$ cat src/rtl/mult_shift_add.sv
// Iterative unsigned shift-and-add multiplier.
// One partial-product add per clock through a WIDTH-bit adder built from
// chained 4-bit carry-lookahead slices. The adder carry-out is shifted back
// into the accumulator every step, so a full 2*WIDTH-bit product is formed.

// ---------------------------------------------------------------------------
// 4-bit carry-lookahead slice. Besides the sum and carry-out it exports the
// group propagate/generate terms, so a higher level can compute the
// inter-slice carries without waiting on this slice's internal carries.
// ---------------------------------------------------------------------------
module cla4 (
  input  logic [3:0] x,
  input  logic [3:0] y,
  input  logic       cin,
  output logic [3:0] sum,
  output logic       cout,
  output logic       grp_p,
  output logic       grp_g
);

  logic [3:0] p;
  logic [3:0] g;
  logic [4:0] c;

  // Bitwise propagate/generate, then fully expanded lookahead carries.
  always_comb begin
    p    = x ^ y;
    g    = x & y;
    c[0] = cin;
    c[1] = g[0] | (p[0] & cin);
    c[2] = g[1] | (p[1] & g[0]) | (p[1] & p[0] & cin);
    c[3] = g[2] | (p[2] & g[1]) | (p[2] & p[1] & g[0])
         | (p[2] & p[1] & p[0] & cin);
    c[4] = g[3] | (p[3] & g[2]) | (p[3] & p[2] & g[1])
         | (p[3] & p[2] & p[1] & g[0])
         | (p[3] & p[2] & p[1] & p[0] & cin);
    sum   = p ^ c[3:0];
    cout  = c[4];
    grp_p = &p;
    grp_g = g[3] | (p[3] & g[2]) | (p[3] & p[2] & g[1])
          | (p[3] & p[2] & p[1] & g[0]);
  end

endmodule

// ---------------------------------------------------------------------------
// WIDTH-bit adder: one cla4 slice per nibble. Slice carries are formed from
// the group P/G terms of the previous slice; the top carry is the adder
// carry-out and is never discarded. WIDTH must be a multiple of 4.
// ---------------------------------------------------------------------------
module cla_adder #(
  parameter int WIDTH = 16
) (
  input  logic [WIDTH-1:0] x,
  input  logic [WIDTH-1:0] y,
  input  logic             cin,
  output logic [WIDTH-1:0] sum,
  output logic             cout
);

  localparam int NSLICE = WIDTH / 4;

  logic [NSLICE:0]   slice_c;
  logic [NSLICE-1:0] slice_p;
  logic [NSLICE-1:0] slice_g;
  logic [NSLICE-1:0] slice_cout;

  assign slice_c[0] = cin;

  genvar gi;
  generate
    for (gi = 0; gi < NSLICE; gi = gi + 1) begin : g_slice
      cla4 u_cla4 (
        .x     (x[gi*4 +: 4]),
        .y     (y[gi*4 +: 4]),
        .cin   (slice_c[gi]),
        .sum   (sum[gi*4 +: 4]),
        .cout  (slice_cout[gi]),
        .grp_p (slice_p[gi]),
        .grp_g (slice_g[gi])
      );
      // Next slice carry from group terms; equals slice_cout[gi] logically.
      assign slice_c[gi+1] = slice_g[gi] | (slice_p[gi] & slice_c[gi]);
    end
  endgenerate

  // Take the carry-out from the last slice's own lookahead output.
  assign cout = slice_cout[NSLICE-1];

endmodule

// ---------------------------------------------------------------------------
// Top level: IDLE -> RUN (WIDTH steps) -> DONE (one cycle) FSM with the
// accumulator datapath. The upper half of acc holds the running partial sum,
// the lower half holds the not-yet-consumed multiplier bits.
// ---------------------------------------------------------------------------
module mult_shift_add #(
  parameter int WIDTH = 16
) (
  input  logic               clk,
  input  logic               rst,
  input  logic               start,
  input  logic [WIDTH-1:0]   a,
  input  logic [WIDTH-1:0]   b,
  output logic               busy,
  output logic               done,
  output logic [2*WIDTH-1:0] product
);

  localparam int CW = (WIDTH > 1) ? $clog2(WIDTH) : 1;
  localparam logic [CW-1:0] LAST_STEP = CW'(WIDTH - 1);

  typedef enum logic [1:0] {
    S_IDLE = 2'b00,
    S_RUN  = 2'b01,
    S_DONE = 2'b10
  } state_t;

  state_t             state_q;
  logic [WIDTH-1:0]   mcand_q;
  logic [2*WIDTH-1:0] acc_q;
  logic [CW-1:0]      count_q;
  logic               busy_q;
  logic               done_q;
  logic [2*WIDTH-1:0] product_q;

  logic [WIDTH-1:0]   addend_d;
  logic [WIDTH-1:0]   sum_d;
  logic               cout_d;
  logic [2*WIDTH-1:0] acc_d;

  // Add the multiplicand only when the current multiplier bit is set.
  always_comb begin
    addend_d = acc_q[0] ? mcand_q : '0;
  end

  cla_adder #(
    .WIDTH (WIDTH)
  ) u_adder (
    .x    (acc_q[2*WIDTH-1:WIDTH]),
    .y    (addend_d),
    .cin  (1'b0),
    .sum  (sum_d),
    .cout (cout_d)
  );

  // Shift right by one, pulling the adder carry into the top bit.
  always_comb begin
    acc_d = {cout_d, sum_d, acc_q[WIDTH-1:1]};
  end

  // Control FSM and datapath registers; busy/done/product are registered.
  always_ff @(posedge clk or posedge rst) begin
    if (rst) begin
      state_q   <= S_IDLE;
      mcand_q   <= '0;
      acc_q     <= '0;
      count_q   <= '0;
      busy_q    <= 1'b0;
      done_q    <= 1'b0;
      product_q <= '0;
    end else begin
      case (state_q)
        S_IDLE: begin
          done_q <= 1'b0;
          if (start) begin
            mcand_q <= a;
            acc_q   <= {{WIDTH{1'b0}}, b};
            count_q <= '0;
            state_q <= S_RUN;
            busy_q  <= 1'b1;
          end else begin
            busy_q  <= 1'b0;
          end
        end

        S_RUN: begin
          // start is deliberately ignored here; operands stay latched.
          acc_q <= acc_d;
          if (count_q == LAST_STEP) begin
            product_q <= acc_d;
            count_q   <= '0;
            state_q   <= S_DONE;
            busy_q    <= 1'b0;
            done_q    <= 1'b1;
          end else begin
            count_q   <= count_q + 1'b1;
          end
        end

        S_DONE: begin
          done_q <= 1'b0;
          if (start) begin
            // Back-to-back accept: same latch as from IDLE.
            mcand_q <= a;
            acc_q   <= {{WIDTH{1'b0}}, b};
            count_q <= '0;
            state_q <= S_RUN;
            busy_q  <= 1'b1;
          end else begin
            state_q <= S_IDLE;
            busy_q  <= 1'b0;
          end
        end

        default: begin
          // Unused encoding: fall back to a quiet IDLE.
          state_q <= S_IDLE;
          count_q <= '0;
          busy_q  <= 1'b0;
          done_q  <= 1'b0;
        end
      endcase
    end
  end

  assign busy    = busy_q;
  assign done    = done_q;
  assign product = product_q;

endmodule
$ cat config.mk
export PLATFORM = sky130hd
export DESIGN_NAME = mult_shift_add
export DESIGN_NICKNAME = d
export VERILOG_FILES = /design/src/rtl/mult_shift_add.sv
export SDC_FILE = /design/constraint.sdc
export NUM_CORES = 1
export LEC_CHECK = 0
export ABC_AREA = 1
export CORE_UTILIZATION = 40
export DETAILED_ROUTE_END_ITERATION = 8
export DONT_BUFFER_PORTS = 1
export PLACE_DENSITY = 0.58
export REMOVE_ABC_BUFFERS = 1
export SLEW_MARGIN = 15
export SYNTH_ARGS = -nofsm -noshare
export SYNTH_HDL_FRONTEND = slang
export SYNTH_SLANG_ARGS = --single-unit
$ cat constraint.sdc
create_clock -name clk -period 2.4 [get_ports clk]
set_clock_uncertainty 0.05 [all_clocks]
set_input_delay 0.12 -clock clk [delete_from_list [all_inputs] [get_ports clk]]
set_output_delay 0.12 -clock clk [all_outputs]
set_load 0.01 [all_outputs]
Yosys cells after proc, flatten, opt, wreduce, memory -nomap -nowiden
Cells that the tools add are included.
{ "word_totals": {"register_bits": 88, "latchBits": 0, "mem_bits_rw": 0, "mem_bits_ro": 0, "output_inout_bits": 34, "elab_cells": 141, "memories": 0} }
{ "op_classes": {"add_sub_neg": 1, "n_mul": 0, "div": 0, "n_lt_le_gt_ge": 0, "n_eq_ne": 6, "shift": 0, "muxes": 15, "n_bitwise": 103, "n_reduce_logical": 9} }
{ "ops": {"columns": ["operator", "count"], "rows": [
  ["32-bit one-hot mux with 2 select lines", 1],
  ["1-bit AND", 55],
  ["1-bit OR", 36],
  ["32-bit two-way mux", 1],
  ["4-bit bitwise XOR", 8],
  ["4-bit AND", 4],
  ["16-bit two-way mux", 1],
  ["4-bit two-way mux", 2],
  ["4-bit one-hot mux with 2 select lines", 1],
  ["2-bit AND reduction", 4],
  ["4-bit AND reduction", 2],
  ["2-bit one-hot mux with 3 select lines", 1],
  ["1-bit two-way mux", 5],
  ["4-bit by 1-bit adder with 4-bit output (second input constant)", 1],
  ["4-bit == test (second input constant)", 1],
  ["2-bit two-way mux", 2],
  ["2-bit inequality test (second input constant)", 2],
  ["2-bit by 1-bit == test with 1-bit output (second input constant)", 1],
  ["2-bit == test (second input constant)", 1],
  ["2-bit zero test", 1],
  ["2-bit by 1-bit inequality test with 1-bit output (second input constant)", 1],
  ["1-bit one-hot mux with 2 select lines", 1],
  ["2-bit nonzero test", 1],
  ["2-bit OR reduction", 1]
]} }

Logic depth before layout (Yosys ltp)
Gate-level depths: netlist (run 1).
{ "depth": {"ltp_word": 14, "ltp_mapped": 18, "ltp_nobuf": 16} }

Hierarchy
Synthesis (run 1) repeated with hierarchy kept, for this count alone.
{ "unflattened": {"cells_unflattened": 612, "area_unflattened_um2": 4808.4} }
{ "by_module_without_submodules": {"columns": ["mod", "n_inst", "cells_per_inst", "area_each_um2"], "rows": [
  ["mult_shift_add", 1, 451, 3851.2],
  ["cla4", 4, 38, 229.0],
  ["cla_adder", 1, 9, 41.3]
]} }

Least setup slack after synthesis (run 1)
Ideal clock, no wire load.
{ "synth_timing": {"kind": "register to register", "start": "reg acc_q[0]", "end": "reg product_q[28], in the netlist product[28]", "setup_ns": 0.133, "t_arrival_ns": 2.441, "t_required_ns": 2.217, "path_slack_ns": -0.224, "path_stages_with_launch": 17, "path_buffers": 2, "period_less_slack_ns": 2.624, "path_cell_list": "dfrtp_1 clkbuf_1 clkbuf_1 nand2_1 inv_1 ha_1 or2_0 nand2_1 nand2_1 nand2_1 nand2_1 nand2_1 nand2_1 fa_1 xor2_1 inv_1 o21ai_0"} }
{ "synth_between": {"elab_chain_cells": 13, "elab_cells_between_ends": 42} }
{ "synth_lines": {"columns": ["item", "line_no", "text"], "rows": [
  ["from (decl)", "121", "logic [2*WIDTH-1:0] acc_q;"],
  ["from (signal assigned)", "168", "acc_q <= {{WIDTH{1'b0}}, b};"],
  ["from (signal assigned)", "196", "acc_q <= {{WIDTH{1'b0}}, b};"],
  ["16-bit two-way mux *", "134", "addend_d = acc_q[0] ? mcand_q : '0;"],
  ["4-bit bitwise XOR or 4-bit AND (tied branches)", "27, 28", null],
  ["1-bit AND, on equally long branches", "40, 41", null],
  ["1-bit OR, or another cell as far along", "40", "grp_g = g[3] | (p[3] & g[2]) | (p[3] & p[2] & g[1])"],
  ["1-bit OR or 1-bit AND (tied branches)", null, null],
  ["1-bit OR", null, null],
  ["1-bit AND", "83", "assign slice_c[gi+1] = slice_g[gi] | (slice_p[gi] & slice_c[gi]);"],
  ["1-bit OR", "83", null],
  ["1-bit AND", "83", null],
  ["1-bit OR", "83", null],
  ["1-bit AND", "30", "c[1] = g[0] | (p[0] & cin);"],
  ["1-bit OR", "30", null],
  ["4-bit bitwise XOR *", "37", "sum = p ^ c[3:0];"],
  ["to (signal assigned)", "161", "product_q <= '0;"],
  ["to (signal assigned)", "181", "product_q <= acc_d;"],
  ["to (decl)", "125", "logic [2*WIDTH-1:0] product_q;"]
]} }
Mark *: on every way between the ends. The rest lies on a longest branch, timed or not.
A chain may end at the register's enable or synchronous reset.

Worst setup path after layout (run 1)
{ "layout_timing": {"start": "reg acc_q[0]", "end": "reg product_q[27], in the netlist product[27]"} }
{ "layout_between": {"elab_chain_cells": 11, "elab_cells_between_ends": 39} }
{ "layout_lines": {"columns": ["item", "line_no", "text"], "rows": [
  ["16-bit two-way mux *", "134", null],
  ["4-bit bitwise XOR or 4-bit AND (tied branches)", "27, 28", null],
  ["1-bit AND, on equally long branches", "40, 41", null],
  ["1-bit OR, or another cell as far along", "40", null],
  ["1-bit OR or 1-bit AND (tied branches)", null, null],
  ["1-bit OR", null, null],
  ["1-bit AND", "83", null],
  ["1-bit OR", "83", null],
  ["1-bit AND", "83", null],
  ["1-bit OR", "83", null],
  ["4-bit bitwise XOR *", "37", null],
  ["via sum_d[12]", "128", "logic [WIDTH-1:0] sum_d;"]
]} }
Mark *: on every way through the listed nets, which the timed path passes. The rest lies on a longest branch.

==> flow_summary_export.csv, run 1 <==
group,metric,value,unit
route,vias,3186,
synth,synth-seq-cells,88,
finish,final_util,49.8,%
power_and_ir_drop,power_density,1410,nW/um^2
critical_path,arrival,2.51,ns
power_and_ir_drop,ir_worst_vdd,0.000605,V
timing,period_minus_slack,2.27,ns
synth,syn_inst,461,
synth,synth_area_leaders,"dfrtp_1 (52%), nand2_1 (12%), ha_1 (5.0%), inv_1 (4.9%), mux2_2 (4.3%)",
synth,synth-xor-area-share,1.45,%
synth,yosysSeqAreaShare,51.9,%
critical_path,r2r_slack,0.13,ns
timing,worst_hold_slack,0.0762,ns
finish,layout_common_cells,"nand2_1 (121), dfrtp_1 (87), inv_1 (52), dlygate4sd3_1 (34), o21ai_0 (26)",
global_route,grt_pass1_wl,15.1,mm
finish,diodes,0,
timing,hold_viol,0,
finish,final_common_cell,"nand2_1",
floorplan,die_area,11000,sq um
synth,yosys.area_share.simple,16.9,%
synth,synth_area_per_cell,9.20,sq um
route,vias_per_cell,4.92,
route,drt-total-wl,9.07,mm
synth,synth_top_family_by_area,"simple AND/OR/NAND/NOR gates",
critical_path,slowest_delay,0.54,ns
route,drc,0,
global_route,grt_pass1_vias,3217,
critical_path,end_kind,"flop",
placement,gp_congestion,0.842,
route,drt_iter0_markers,81,
clock_network,cts_max_level,3,
route,wire_per_inst,14.0,microns
placement,port-buffer-count,0,
clock_network,cts_num_sinks,88,
synth,synth_warnings,0,
synth,synth.area.mux_share,4.25,%
critical_path,cp_common_cell,"nand2_1",
timing,finalSetupViolCount,0,
global_route,grt_start_max_net_pins,47,
clock_network,cts_root_buf,"clkbuf_8",
global_route,grt_overflow_total,0,
clock_network,numCtsBuffers,9,
synth,synth_largest_area_cell,"dfrtp_1",
critical_path,critPathKind,"flop to flop",
synth,netlist_area,4240,sq um
worst_hold_path,hold_class,"primary input to flop",
floorplan,io_pins,69,
power_and_ir_drop,power.static_leakage,2.56,nW
finish,drive_above_1_share,15.6,%
clock_network,cts_buffer_depth,2,
clock_network,tritoncts,"done",
route,firstDrtPassIters,4,
timing,post-route-period-util,94.6,%
critical_path,start_kind,"flop",
floorplan,fp-row-count,37,
timing,relSlewSlack,63.3,%
route,postRouteAntennaNets,0,
clock_network,clkTransAtPathRegs,0.09,ns
finish,nets,563,
synth,synth_top_area_share,51.9,%
timing,fmax,0.440,GHz
critical_path,cpMaxStageDelayCell,"fa_2",
floorplan,die_w,105,microns
critical_path,critPathMaxFanout,8,
status,outcome,"finished, final reports clean",
floorplan,die_height,105,microns
synth,synthDistinctLibCells,31,
global_route,antenna_found_initial,0,
timing,tightest_slew,0.550,ns
placement,dp_hpwl,6.16,mm
synth,synthAdderAreaFrac,6.91,%
floorplan,initial_utilization,41.2,%
timing,finalMaxSlewViolations,0,
finish,syn_to_final_growth,20.8,%
critical_path,required,2.64,ns
clock_network,clock_latency,0.36,ns
job,drv_cap,0,
finish,n_fill_cell,1000,
critical_path,path_cells,"buf_6 -> nand2_1 -> inv_1 -> ha_1 -> nand2_1 -> o21bai_1 -> a21oi_1 -> nand2_2 -> fa_2 -> inv_2 -> o21ai_1",
floorplan,coreArea,10300,sq um
synth,synth_compound_area_share,11.2,%
global_route,grtUsageTotal,17.3,%
kinds of logic after synthesis:
logic type	Yosys count
mux	16
fa+ha+maj	21
simple gates	172
buf+inv	75
flops	88
xor+xnor	7
compound gates	82
area by class of cell:
cell class / instances / area, sq um / share of cell area [%]
tap: 136 / 170 / 3.32
timing repair buffer: 52 / 492 / 9.60
sequential: 88 / 2200 / 43.0
inverter: 58 / 219 / 4.28
multi-input combinational: 298 / 1840 / 35.9
clock inverter: 6 / 68.8 / 1.34
clock buffer: 10 / 128 / 2.49
stage by stage:
step / instances / total power, W / instance area, sq um / setup WS [ns] / TNS [ns]
CTS: 646 / 0.00703 / 4990 / 0.00108 / 0
global route: 648 / 0.00794 / 5120 / -0.0132 / -0.0388
global placement: 596 / 0.00578 / 4450 / 0.0231 / 0
finish: 648 / 0.00722 / 5120 / 0.129 / 0
detailed placement: 596 / 0.00591 / 4450 / -0.0475 / -0.0772
floorplan: 444 / 0.00496 / 4140 / -0.0522 / -4.85
synthesized netlist by cell type (all sizes together):
| cell type | n |
|---|---|
| a31oi | 3 |
| a21oi | 8 |
| nor2 | 20 |
| fa | 4 |
| ha | 17 |
| or2 | 1 |
| o211ai | 14 |
| o22ai | 2 |
| clkbuf | 9 |
| xnor2 | 3 |
| nand3b | 2 |
| nand3 | 16 |
| o21ai | 50 |
| o21bai | 2 |
| nand4 | 2 |
| nand2 | 131 |
| a22o | 1 |
| a21o | 1 |
| xor2 | 4 |
| dfrtp | 88 |
| inv | 58 |
| buf | 8 |
| a221oi | 1 |
| mux2 | 16 |
path summary, 6_finish.rpt:
| kind | from | endpoint | cells past startpoint |
|---|---|---|---|
| worst max-delay path | acc_q[0] | product[27] | 11 |
| worst min-delay path | start | busy | 3 |
| worst max register to register | acc_q[0] | product[27] | 11 |
| worst min register to register | acc_q[29] | acc_q[29] | 2 |
| max in group asynchronous | rst | acc_q[22] | 3 |
| min in group asynchronous | rst | product[12] | 2 |
what timing repair did:
action                                  4_1_cts  5_1_grt
hold endpoints to repair                     59        0
buffers inserted                              0        2
pin swaps                                     1       13
gates resized for setup                       4       24
hold buffers                                 34        0
endpoints found under the setup margin        2       12
where the power goes:
group          switching [W]  leakage, nW  internal, W
Combinational        0.00189         1.41      0.00149
Sequential          0.000594         1.07      0.00221
Clock               0.000545       0.0851     0.000485
Total                0.00303         2.56      0.00419
flip-flops by register name, indices dropped and copies added, names as in the netlist:
signal / flops
state_q: 2
mcand_q: 16
count_q: 4
acc_q: 32
done: 1
busy: 1
product: 32
routing by layer:
layer / part of all wire [%] / vias up / GRT usage [%]
li1: - / 1580 / -
met1: 45 / 1534 / 21.4
met2: 49 / 64 / 29.5
met3: 4.9 / 8 / 5.05
met4: 1.1 / 0 / 4.43
met5: 0 / - / 0
worst max-delay path: cells and delay by family, from the launching register on:
kind | cells | cell delay, ns
fa+ha+maj | 2 | 0.84
flops | 1 | 0.48
compound gates | 3 | 0.34
simple gates | 3 | 0.26
buf+inv | 3 | 0.23
Power figures use the tool's default switching activity.
==> run 2: changes to the inputs <==
--- a/config.mk
+++ b/config.mk
@@ -6,10 +6,12 @@
 export NUM_CORES = 1
 export LEC_CHECK = 0
 export ABC_AREA = 1
-export CORE_UTILIZATION = 40
+export CELL_PAD_IN_SITES_DETAIL_PLACEMENT = 2
+export CELL_PAD_IN_SITES_GLOBAL_PLACEMENT = 2
+export CORE_UTILIZATION = 35
 export DETAILED_ROUTE_END_ITERATION = 8
 export DONT_BUFFER_PORTS = 1
-export PLACE_DENSITY = 0.58
+export PLACE_DENSITY = 0.77
 export REMOVE_ABC_BUFFERS = 1
 export SLEW_MARGIN = 15
 export SYNTH_ARGS = -nofsm -noshare
==> run 2 against run 1 <==
  * The flow now finishes with violations (DRC)
  * Count of clock-buffer cells in the layout down 1
  * Via count up 4.7%
  * Sequential cell count unchanged
  * Fmax is 0.90% lower
  * Critical path depth rose by 1
  * Die area rose by 14%
  * Cell count is 1.2% higher
  * Worst setup slack worse by 0.021 ns
  * Critical path type unchanged
  * Critical endpoint is now acc_q[23]
  * Largest cell class unchanged
  * Highest routed layer unchanged
==> flow_summary_export.csv, run 2 (synthesis gave the netlist of run 1 again) <==
group,metric,value,unit
power_and_ir_drop,power_density,1520,nW/um^2
placement,dp_cells,603,
timing,tns,0,ns
finish,final_area,5330,sq um
critical_path,cp_common_cell,"nand2_1",
placement,dp_hpwl,7.37,mm
status,violations,"DRC",
floorplan,io_pins,69,
clock_network,cts_root_buf,"clkbuf_16",
critical_path,path_cells,"buf_6 -> nand2_1 -> inv_2 -> ha_4 -> buf_4 -> nand2_1 -> nor2_2 -> nand2_2 -> nand2_4 -> fa_1 -> inv_1 -> o21ai_0",
critical_path,critPathKind,"flop to flop",
timing,period_minus_slack,2.29,ns
clock_network,cts_buffer_depth,2,
timing,rsz0062_at_grt,"true",
finish,layout_common_cells,"nand2_1 (118), dfrtp_1 (87), inv_1 (49), dlygate4sd3_1 (34), o21ai_0 (26)",
floorplan,die_area,12600,sq um
clock_network,clkTransAtPathRegs,0.06,ns
floorplan,coreArea,11600,sq um
critical_path,required,2.57,ns
global_route,grt_overflow_total,0,
timing,post-route-period-util,95.5,%
floorplan,die_height,112,microns
global_route,grt_start_max_net_pins,48,
critical_path,slowest_delay,0.43,ns
finish,n_fill_cell,1260,
global_route,grtUsageTotal,19.6,%
route,wire_per_inst,17.6,microns
route,vias_per_cell,5.09,
clock_network,cts_max_level,3,
finish,syn_to_final_growth,25.7,%
finish,final_common_cell,"nand2_1",
power_and_ir_drop,power.static_leakage,2.64,nW
route,drc,8,
placement,port-buffer-count,0,
power_and_ir_drop,power,0.00809,W
global_route,grt_pass1_wl,19.0,mm
global_route,grt_pass1_vias,3804,
floorplan,fp-row-count,39,
floorplan,initial_utilization,36.5,%
finish,fin_cells,656,
timing,relSlewSlack,50.4,%
timing,hold_viol,0,
timing,fmax,0.436,GHz
clock_network,tritoncts,"done",
route,vias,3336,
power_and_ir_drop,ir_worst_vdd,0.000607,V
floorplan,die_w,112,microns
critical_path,end_kind,"flop",
timing,tightest_slew,0.743,ns
finish,nets,567,
critical_path,start_kind,"flop",
worst_hold_path,hold_class,"primary input to flop",
clock_network,cts_num_sinks,88,
route,drt-total-wl,11.6,mm
timing,finalMaxSlewViolations,0,
job,drv_cap,0,
critical_path,cpMaxStageDelayCell,"fa_1",
clock_network,clock_latency,0.35,ns
critical_path,critPathMaxFanout,5,
status,outcome,"finished with violations",
route,postRouteAntennaNets,0,
timing,finalSetupViolCount,0,
route,firstDrtPassIters,8,
critical_path,arrival,2.46,ns
finish,drive_above_1_share,18.5,%
placement,place_area,4470,sq um
route,drt_iter0_markers,114,
placement,gp_congestion,0.809,
finish,diodes,0,
clock_network,numCtsBuffers,9,
global_route,antenna_found_initial,0,
run 2: stage by stage:
stage	setup WS, ns	hold slack (ns)	utilization (%)
CTS	0.00403	0.108	44.8
floorplan	-0.0522	0.221	-
finish	0.108	0.113	45.9
global route	-0.0457	0.130	45.9
global placement	-0.0374	0.111	38.5
detailed placement	-0.123	0.110	38.5
run 2: routing by layer:
| layer | vias up | part of all wire, % | global-route usage [%] |
|---|---|---|---|
| li1 | 1580 | - | - |
| met1 | 1675 | 41 | 21.9 |
| met2 | 68 | 52 | 35.1 |
| met3 | 13 | 5.4 | 6.59 |
| met4 | 0 | 1.5 | 6.67 |
| met5 | - | 0 | 0 |
run 2: report_power, final:
| part | internal [W] | switching [W] | total [W] |
|---|---|---|---|
| Combinational | 0.00163 | 0.00216 | 0.00379 |
| Sequential | 0.00222 | 0.000617 | 0.00284 |
| Clock | 0.000892 | 0.000570 | 0.00146 |
| Total | 0.00474 | 0.00335 | 0.00809 |
run 2: layout make-up:
cell class	instances	area (sq um)	area share, %
Clock buffer	9	225	4.23
Clock inverter	4	72.6	1.36
Tap cell	143	179	3.36
Multi-Input combinational cell	298	1890	35.5
Inverter	58	219	4.11
Sequential cell	88	2200	41.3
Timing Repair Buffer	56	538	10.1
run 2: worst max-delay path: cells and delay by family, from the launching register on:
kind,cells,cell delay (ns)
and+or+nand+nor,5,0.43
buffers and inverters,4,0.44
adders and majority gates,2,0.70
AOI/OAI and AO/OA,1,0.12
DFF,1,0.41
run 2: path summary, 6_finish.rpt:
| check | start | end | slack (ns) | depth (start not counted) |
|---|---|---|---|---|
| setup / recovery | acc_q[0] | acc_q[23] | 0.11 | 12 |
| hold / removal | start | state_q[0] | 0.11 | 3 |
| setup reg to reg | acc_q[0] | acc_q[23] | 0.11 | 12 |
| hold reg to reg | acc_q[31] | acc_q[31] | 0.45 | 2 |
| max in group asynchronous | rst | acc_q[0] | 1.31 | 3 |
| min in group asynchronous | rst | product[3] | 0.27 | 2 |
run 2: repair_timing:
action                                  CTS  global route
hold buffers                             34             0
hold endpoints to repair                 76             0
resized for setup                        12            34
endpoints found under the setup margin    8            14
buffers inserted                          4             2
pin swaps                                 4            17
cloned                                    0             0
